### src/rtl/clock_time_controller.sv
// Hour/min/sec timekeeping with a two-button set mode and blink masking
// for the 6-digit multiplexed displayer; everything runs on clk_1000hz.

module clock_time_debounce #(
  parameter int DEBOUNCE_CYC = 20
) (
  input  logic clk_1000hz,
  input  logic rst_n,
  input  logic btn,
  output logic pulse
);

  localparam int CW = $clog2(DEBOUNCE_CYC + 1);

  logic          sync_1;
  logic          sync_2;
  logic          level;
  logic          level_q;
  logic [CW-1:0] stable_cnt;

  always_ff @(posedge clk_1000hz) begin
    if (!rst_n) begin
      sync_1     <= 1'b0;
      sync_2     <= 1'b0;
      level      <= 1'b0;
      level_q    <= 1'b0;
      stable_cnt <= '0;
    end else begin
      sync_1  <= btn;
      sync_2  <= sync_1;
      level_q <= level;
      if (sync_2 == level) begin
        stable_cnt <= '0;
      end else if (stable_cnt == CW'(DEBOUNCE_CYC)) begin
        level      <= sync_2;
        stable_cnt <= '0;
      end else begin
        stable_cnt <= stable_cnt + CW'(1);
      end
    end
  end

  // only the press is of interest; releases are silently absorbed
  assign pulse = level & ~level_q;

endmodule

module clock_time_controller #(
  parameter int TICKS_PER_SEC = 1000,
  parameter int DEBOUNCE_CYC  = 20,
  parameter int BLINK_HALF    = 250
) (
  input  logic       clk_1000hz,
  input  logic       rst_n,
  input  logic       btn_mode,
  input  logic       btn_inc,
  output logic [5:0] sec,
  output logic [5:0] min,
  output logic [5:0] hour,
  output logic [1:0] mode,
  output logic [2:0] blank_mask
);

  // state    | meaning
  // RUN      | normal timekeeping, INC ignored
  // SET_HOUR | INC bumps hour, hour pair blinks
  // SET_MIN  | INC bumps minutes, min pair blinks
  // SET_SEC  | INC bumps seconds, sec pair blinks
  localparam logic [1:0] MODE_RUN      = 2'd0;
  localparam logic [1:0] MODE_SET_HOUR = 2'd1;
  localparam logic [1:0] MODE_SET_MIN  = 2'd2;
  localparam logic [1:0] MODE_SET_SEC  = 2'd3;

  localparam int PW = $clog2(TICKS_PER_SEC + 1);
  localparam int BW = $clog2(BLINK_HALF + 1);

  logic          mode_pulse;
  logic          inc_pulse;
  logic [PW-1:0] presc;
  logic [BW-1:0] blink_cnt;
  logic          blink_phase;

  logic          tick;
  logic          inc_take;
  logic [5:0]    sec_nxt;
  logic [5:0]    min_nxt;
  logic [5:0]    hour_nxt;
  logic [1:0]    mode_nxt;
  logic [PW-1:0] presc_nxt;
  logic [BW-1:0] blink_cnt_nxt;
  logic          blink_phase_nxt;
  logic [2:0]    blank_mask_nxt;

  clock_time_debounce #(.DEBOUNCE_CYC(DEBOUNCE_CYC)) u_db_mode (
    .clk_1000hz (clk_1000hz),
    .rst_n      (rst_n),
    .btn        (btn_mode),
    .pulse      (mode_pulse)
  );

  clock_time_debounce #(.DEBOUNCE_CYC(DEBOUNCE_CYC)) u_db_inc (
    .clk_1000hz (clk_1000hz),
    .rst_n      (rst_n),
    .btn        (btn_inc),
    .pulse      (inc_pulse)
  );

  assign tick     = (mode == MODE_RUN) && (presc == PW'(TICKS_PER_SEC - 1));
  // a coincident MODE pulse wins, so INC is dropped in that cycle
  assign inc_take = inc_pulse && !mode_pulse && (mode != MODE_RUN);

  always_comb begin
    sec_nxt  = sec;
    min_nxt  = min;
    hour_nxt = hour;
    mode_nxt = mode;

    if (tick) begin
      if (sec == 6'd59) begin
        sec_nxt = 6'd0;
        if (min == 6'd59) begin
          min_nxt  = 6'd0;
          hour_nxt = (hour == 6'd23) ? 6'd0 : hour + 6'd1;
        end else begin
          min_nxt = min + 6'd1;
        end
      end else begin
        sec_nxt = sec + 6'd1;
      end
    end

    if (mode_pulse) begin
      mode_nxt = mode + 2'd1;
    end else if (inc_take) begin
      case (mode)
        MODE_SET_HOUR: hour_nxt = (hour == 6'd23) ? 6'd0 : hour + 6'd1;
        MODE_SET_MIN:  min_nxt  = (min  == 6'd59) ? 6'd0 : min  + 6'd1;
        MODE_SET_SEC:  sec_nxt  = (sec  == 6'd59) ? 6'd0 : sec  + 6'd1;
        default:       ;
      endcase
    end
  end

  // prescaler restarts from zero whenever RUN is (re)entered
  always_comb begin
    if ((mode != MODE_RUN) || mode_pulse || tick) begin
      presc_nxt = '0;
    end else begin
      presc_nxt = presc + PW'(1);
    end
  end

  always_comb begin
    if (mode_pulse || inc_take) begin
      blink_cnt_nxt   = '0;
      blink_phase_nxt = 1'b0;
    end else if (blink_cnt == BW'(BLINK_HALF - 1)) begin
      blink_cnt_nxt   = '0;
      blink_phase_nxt = ~blink_phase;
    end else begin
      blink_cnt_nxt   = blink_cnt + BW'(1);
      blink_phase_nxt = blink_phase;
    end
  end

  always_comb begin
    case (mode_nxt)
      MODE_SET_HOUR: blank_mask_nxt = {blink_phase_nxt, 2'b00};
      MODE_SET_MIN:  blank_mask_nxt = {1'b0, blink_phase_nxt, 1'b0};
      MODE_SET_SEC:  blank_mask_nxt = {2'b00, blink_phase_nxt};
      default:       blank_mask_nxt = 3'b000;
    endcase
  end

  always_ff @(posedge clk_1000hz) begin
    if (!rst_n) begin
      sec         <= '0;
      min         <= '0;
      hour        <= '0;
      mode        <= MODE_RUN;
      blank_mask  <= '0;
      presc       <= '0;
      blink_cnt   <= '0;
      blink_phase <= 1'b0;
    end else begin
      sec         <= sec_nxt;
      min         <= min_nxt;
      hour        <= hour_nxt;
      mode        <= mode_nxt;
      blank_mask  <= blank_mask_nxt;
      presc       <= presc_nxt;
      blink_cnt   <= blink_cnt_nxt;
      blink_phase <= blink_phase_nxt;
    end
  end

endmodule

### config.mk
export PLATFORM = sky130hd
export DESIGN_NAME = clock_time_controller
export DESIGN_NICKNAME = d
export VERILOG_FILES = /design/src/rtl/clock_time_controller.sv
export SDC_FILE = /design/constraint.sdc
export NUM_CORES = 1
export LEC_CHECK = 0
export BUFFER_PORTS_ARGS = -buffer_cell sky130_fd_sc_hd__buf_2
export CORE_UTILIZATION = 53
export DETAILED_ROUTE_END_ITERATION = 8
export MAX_ROUTING_LAYER = met4
export PLACE_DENSITY = 0.73
export RECOVER_POWER = 25
export SYNTH_ARGS = -nofsm -noshare
export SYNTH_HDL_FRONTEND = slang
export SYNTH_SLANG_ARGS = --single-unit
### constraint.sdc
create_clock -name clk_1000hz -period 2.8 [get_ports clk_1000hz]
set_input_delay 0.84 -clock clk_1000hz [delete_from_list [all_inputs] [get_ports clk_1000hz]]
set_output_delay 0.84 -clock clk_1000hz [all_outputs]
set_load 0.005 [all_outputs]
==> impl_metrics.yaml <==
yosys:
  ys_async_sr_fraction_pct: 0
  yosysTopAreaCell: "dfxtp_1"
  seq_area_frac_synth_pct: 45.4
  synth_cell_types: 42
  netlist_area_sq_um: 2650
  syn_avg_cell_area_sq_um: 9.18
  ys_top_cells_by_area: "dfxtp_1 45%, nor2_1 6.7%, ha_1 6.6%"
  synth_ff_type: "dfxtp_1"
  netlist.area_leader.share_pct: 45.4
  yosys_warnings: 0
  synth_edf_count: 0
  yosys_register_bits: 60
  syn-num-nets: 306
  postSynthCellCount: 288
pwr:
  ir_drop_mv: 0.287
  p_seq_share_pct: 53.4
  power.density_nw_per_um2: 545
  switching_share_pct: 21.3
  p_sw_uw: 349
  pwr-share-comb_pct: 2.2
  p_leak_uw: 0.00123
  clockPowerShare_pct: 44.4
  p_int_uw: 1290
final_layout:
  layout_commonest_cell: "dfxtp_1"
  final_cell_mix: "60 x dfxtp_1, 47 x nor2_1, 25 x buf_2, 20 x nand2_1, 19 x nand3_1"
  antenna_cells: 0
  synthToLayoutAreaGrowth_pct: 13.7
  postLayoutCellArea_sq_um: 3010
  nNetsFinal: 337
  drive_gt1_share_pct: 15.5
clocking:
  clock_sinks: 60
  cts_max_path_buffers: 2
  cts-root-buf: "clkbuf_8"
  htree_levels: 3
  cts.repair.resized: 0
  numCtsBuffers: 9
  cts_tree: "done"
  clk_latency_ps: 340
  ctsHoldBuffers: 0
  post_cts_buffers: 0
  clk_pin_slew_ps: 60
routing:
  avgRoutedWirePerCell_um: 12.2
  final_antenna_net_count: 0
  num_vias: 2033
  drc_errors: 0
  drt-initial-drc-count: 115
  via_per_inst: 5.21
  firstDrtPassIters: 4
  totalWireLength_mm: 4.78
die:
  io_pins: 27
  dieHeight_um: 72.6
  start_util_pct: 55.6
  coreArea_sq_um: 4750
  die_area_sq_um: 5280
  chipWidth_um: 72.6
  core.rowCount: 25
sta:
  fin_worst_skew_ps: 6.23
  setup_viol: 0
  finalMaxSlewViolations: 0
  max_freq_ghz: 0.406
  tns_ps: 0
  slew_headroom_pct: 34.6
  max_slew.worst_pin.slew_ps: 981
  rsz0062_at_grt: "false"
  period_minus_slack_ps: 2460
  hold_violations: 0
  post-route-period-util_pct: 88.0
grt:
  grt_max_degree: 24
  antenna_found_initial: 0
  grt_remaining_overflow: 0
  grt_usage_pct: 21.5
  grt_pass1_vias: 1910
  grt_pass1_wl_mm: 8.36
place:
  place_area_sq_um: 2820
  portBuffers: 26
  dp_hpwl_mm: 3.25
  gp_congestion: 0.901
worst_setup_path:
  cp-start-kind: "register"
  cp.arrival_ps: 2730
  cp-end-kind: "register"
  cp_max_fo: 11
  critical_path_class: "register to register"
  crit_required_ps: 3060
worst_hold_path:
  worstHoldPathType: "register to register"
job:
  drv_cap: 0
run_status:
  status: "finished clean"
## per-stage QoR
stage / hold WS [ps] / utilization [%] / setup WS, ps / cells / total power (uW)
floorplan: 412 / - / 704 / 288 / 919
global placement: 424 / 59.3 / 489 / 375 / 928
detailed placement: 426 / 59.3 / 378 / 375 / 930
CTS: 446 / 63.3 / 357 / 390 / 1660
global route: 460 / 63.3 / 115 / 390 / 1700
finish: 434 / 63.3 / 337 / 390 / 1640
## synthesized netlist by cell type (all sizes together) (4+ instances only)
| cell | number |
|---|---|
| ha | 14 |
| and2 | 6 |
| nand3 | 19 |
| nor3 | 4 |
| dfxtp | 60 |
| xor2 | 13 |
| o21ai | 10 |
| clkbuf | 4 |
| inv | 15 |
| mux2i | 5 |
| xnor2 | 9 |
| nand2 | 20 |
| and3 | 4 |
| a21oi | 11 |
| nand4b | 5 |
| nor2 | 48 |
## kinds of logic (layout without fill, tap and decap cells)
| kind of cell | Yosys count | in the layout | share of synthesized area [%] |
|---|---|---|---|
| mux | 5 | 5 | 1.89 |
| xor+xnor | 22 | 22 | 7.28 |
| buf+inv | 21 | 56 | 3.55 |
| flops | 60 | 60 | 45.4 |
| fa+ha+maj | 14 | 14 | 6.62 |
| compound gates | 36 | 36 | 8.94 |
| simple gates | 130 | 130 | 26.3 |
## final cells by class
cell class              instances  area (sq um)
repair buffers                 26           129
multi-input cells             207          1350
clock buffers                  14           183
well taps                      67          83.8
fillers                       434          1750
inverters                      15          56.3
flip-flops and latches         60          1200
clock inverters                 1          5.00
## registers in the layout, summed over array words and instances, names as in the netlist
signal                flops
min                       6
u_db_mode.sync_1          1
mode                      2
hour                      6
presc                    10
blank_mask                3
u_db_inc.level_q          1
u_db_mode.level_q         1
u_db_mode.sync_2          1
u_db_mode.stable_cnt      5
u_db_inc.sync_2           1
sec                       6
blink_cnt                 8
blink_phase               1
u_db_inc.stable_cnt       5
u_db_inc.level            1
u_db_mode.level           1
u_db_inc.sync_1           1
## metal layers
layer	up-vias	global-route usage [%]	part of all wire (%)
li1	1051	-	-
met1	940	25.8	48
met2	34	32.1	45
met3	8	7.87	4.6
met4	0	10.5	2.0
met5	-	-	0
## worst paths after layout
| path | from | endpoint | slack (ps) | cells after the start |
|---|---|---|---|---|
| min reg2reg | u_db_mode.sync_1$_SDFF_PN0_ | u_db_mode.sync_2$_SDFF_PN0_ | 430 | 1 |
| max reg2reg | mode[0]$_SDFF_PN0_ | sec[2]$_SDFF_PN0_ | 340 | 7 |
| max | mode[0]$_SDFF_PN0_ | sec[2]$_SDFF_PN0_ | 340 | 7 |
| min | u_db_mode.sync_1$_SDFF_PN0_ | u_db_mode.sync_2$_SDFF_PN0_ | 430 | 1 |
## worst max-delay path, stage by stage, from the launching register on
cell,delay [ps]
dfxtp_1,520
inv_1,140
ha_1,250
or3b_1,420
nor2_2,140
a21oi_1,240
or4b_1,520
a21oi_1,150
## power groups by stage
stage	logic, uW	clock network [uW]	registers (uW)
after floorplan	27.7	0	891
after global placement	35.1	0	893
after detailed placement	36.8	0	894
after CTS	37.3	750	875
after global routing	42.6	782	876
final	36.0	728	875
Note: power is estimated with default switching activity, not from simulation.
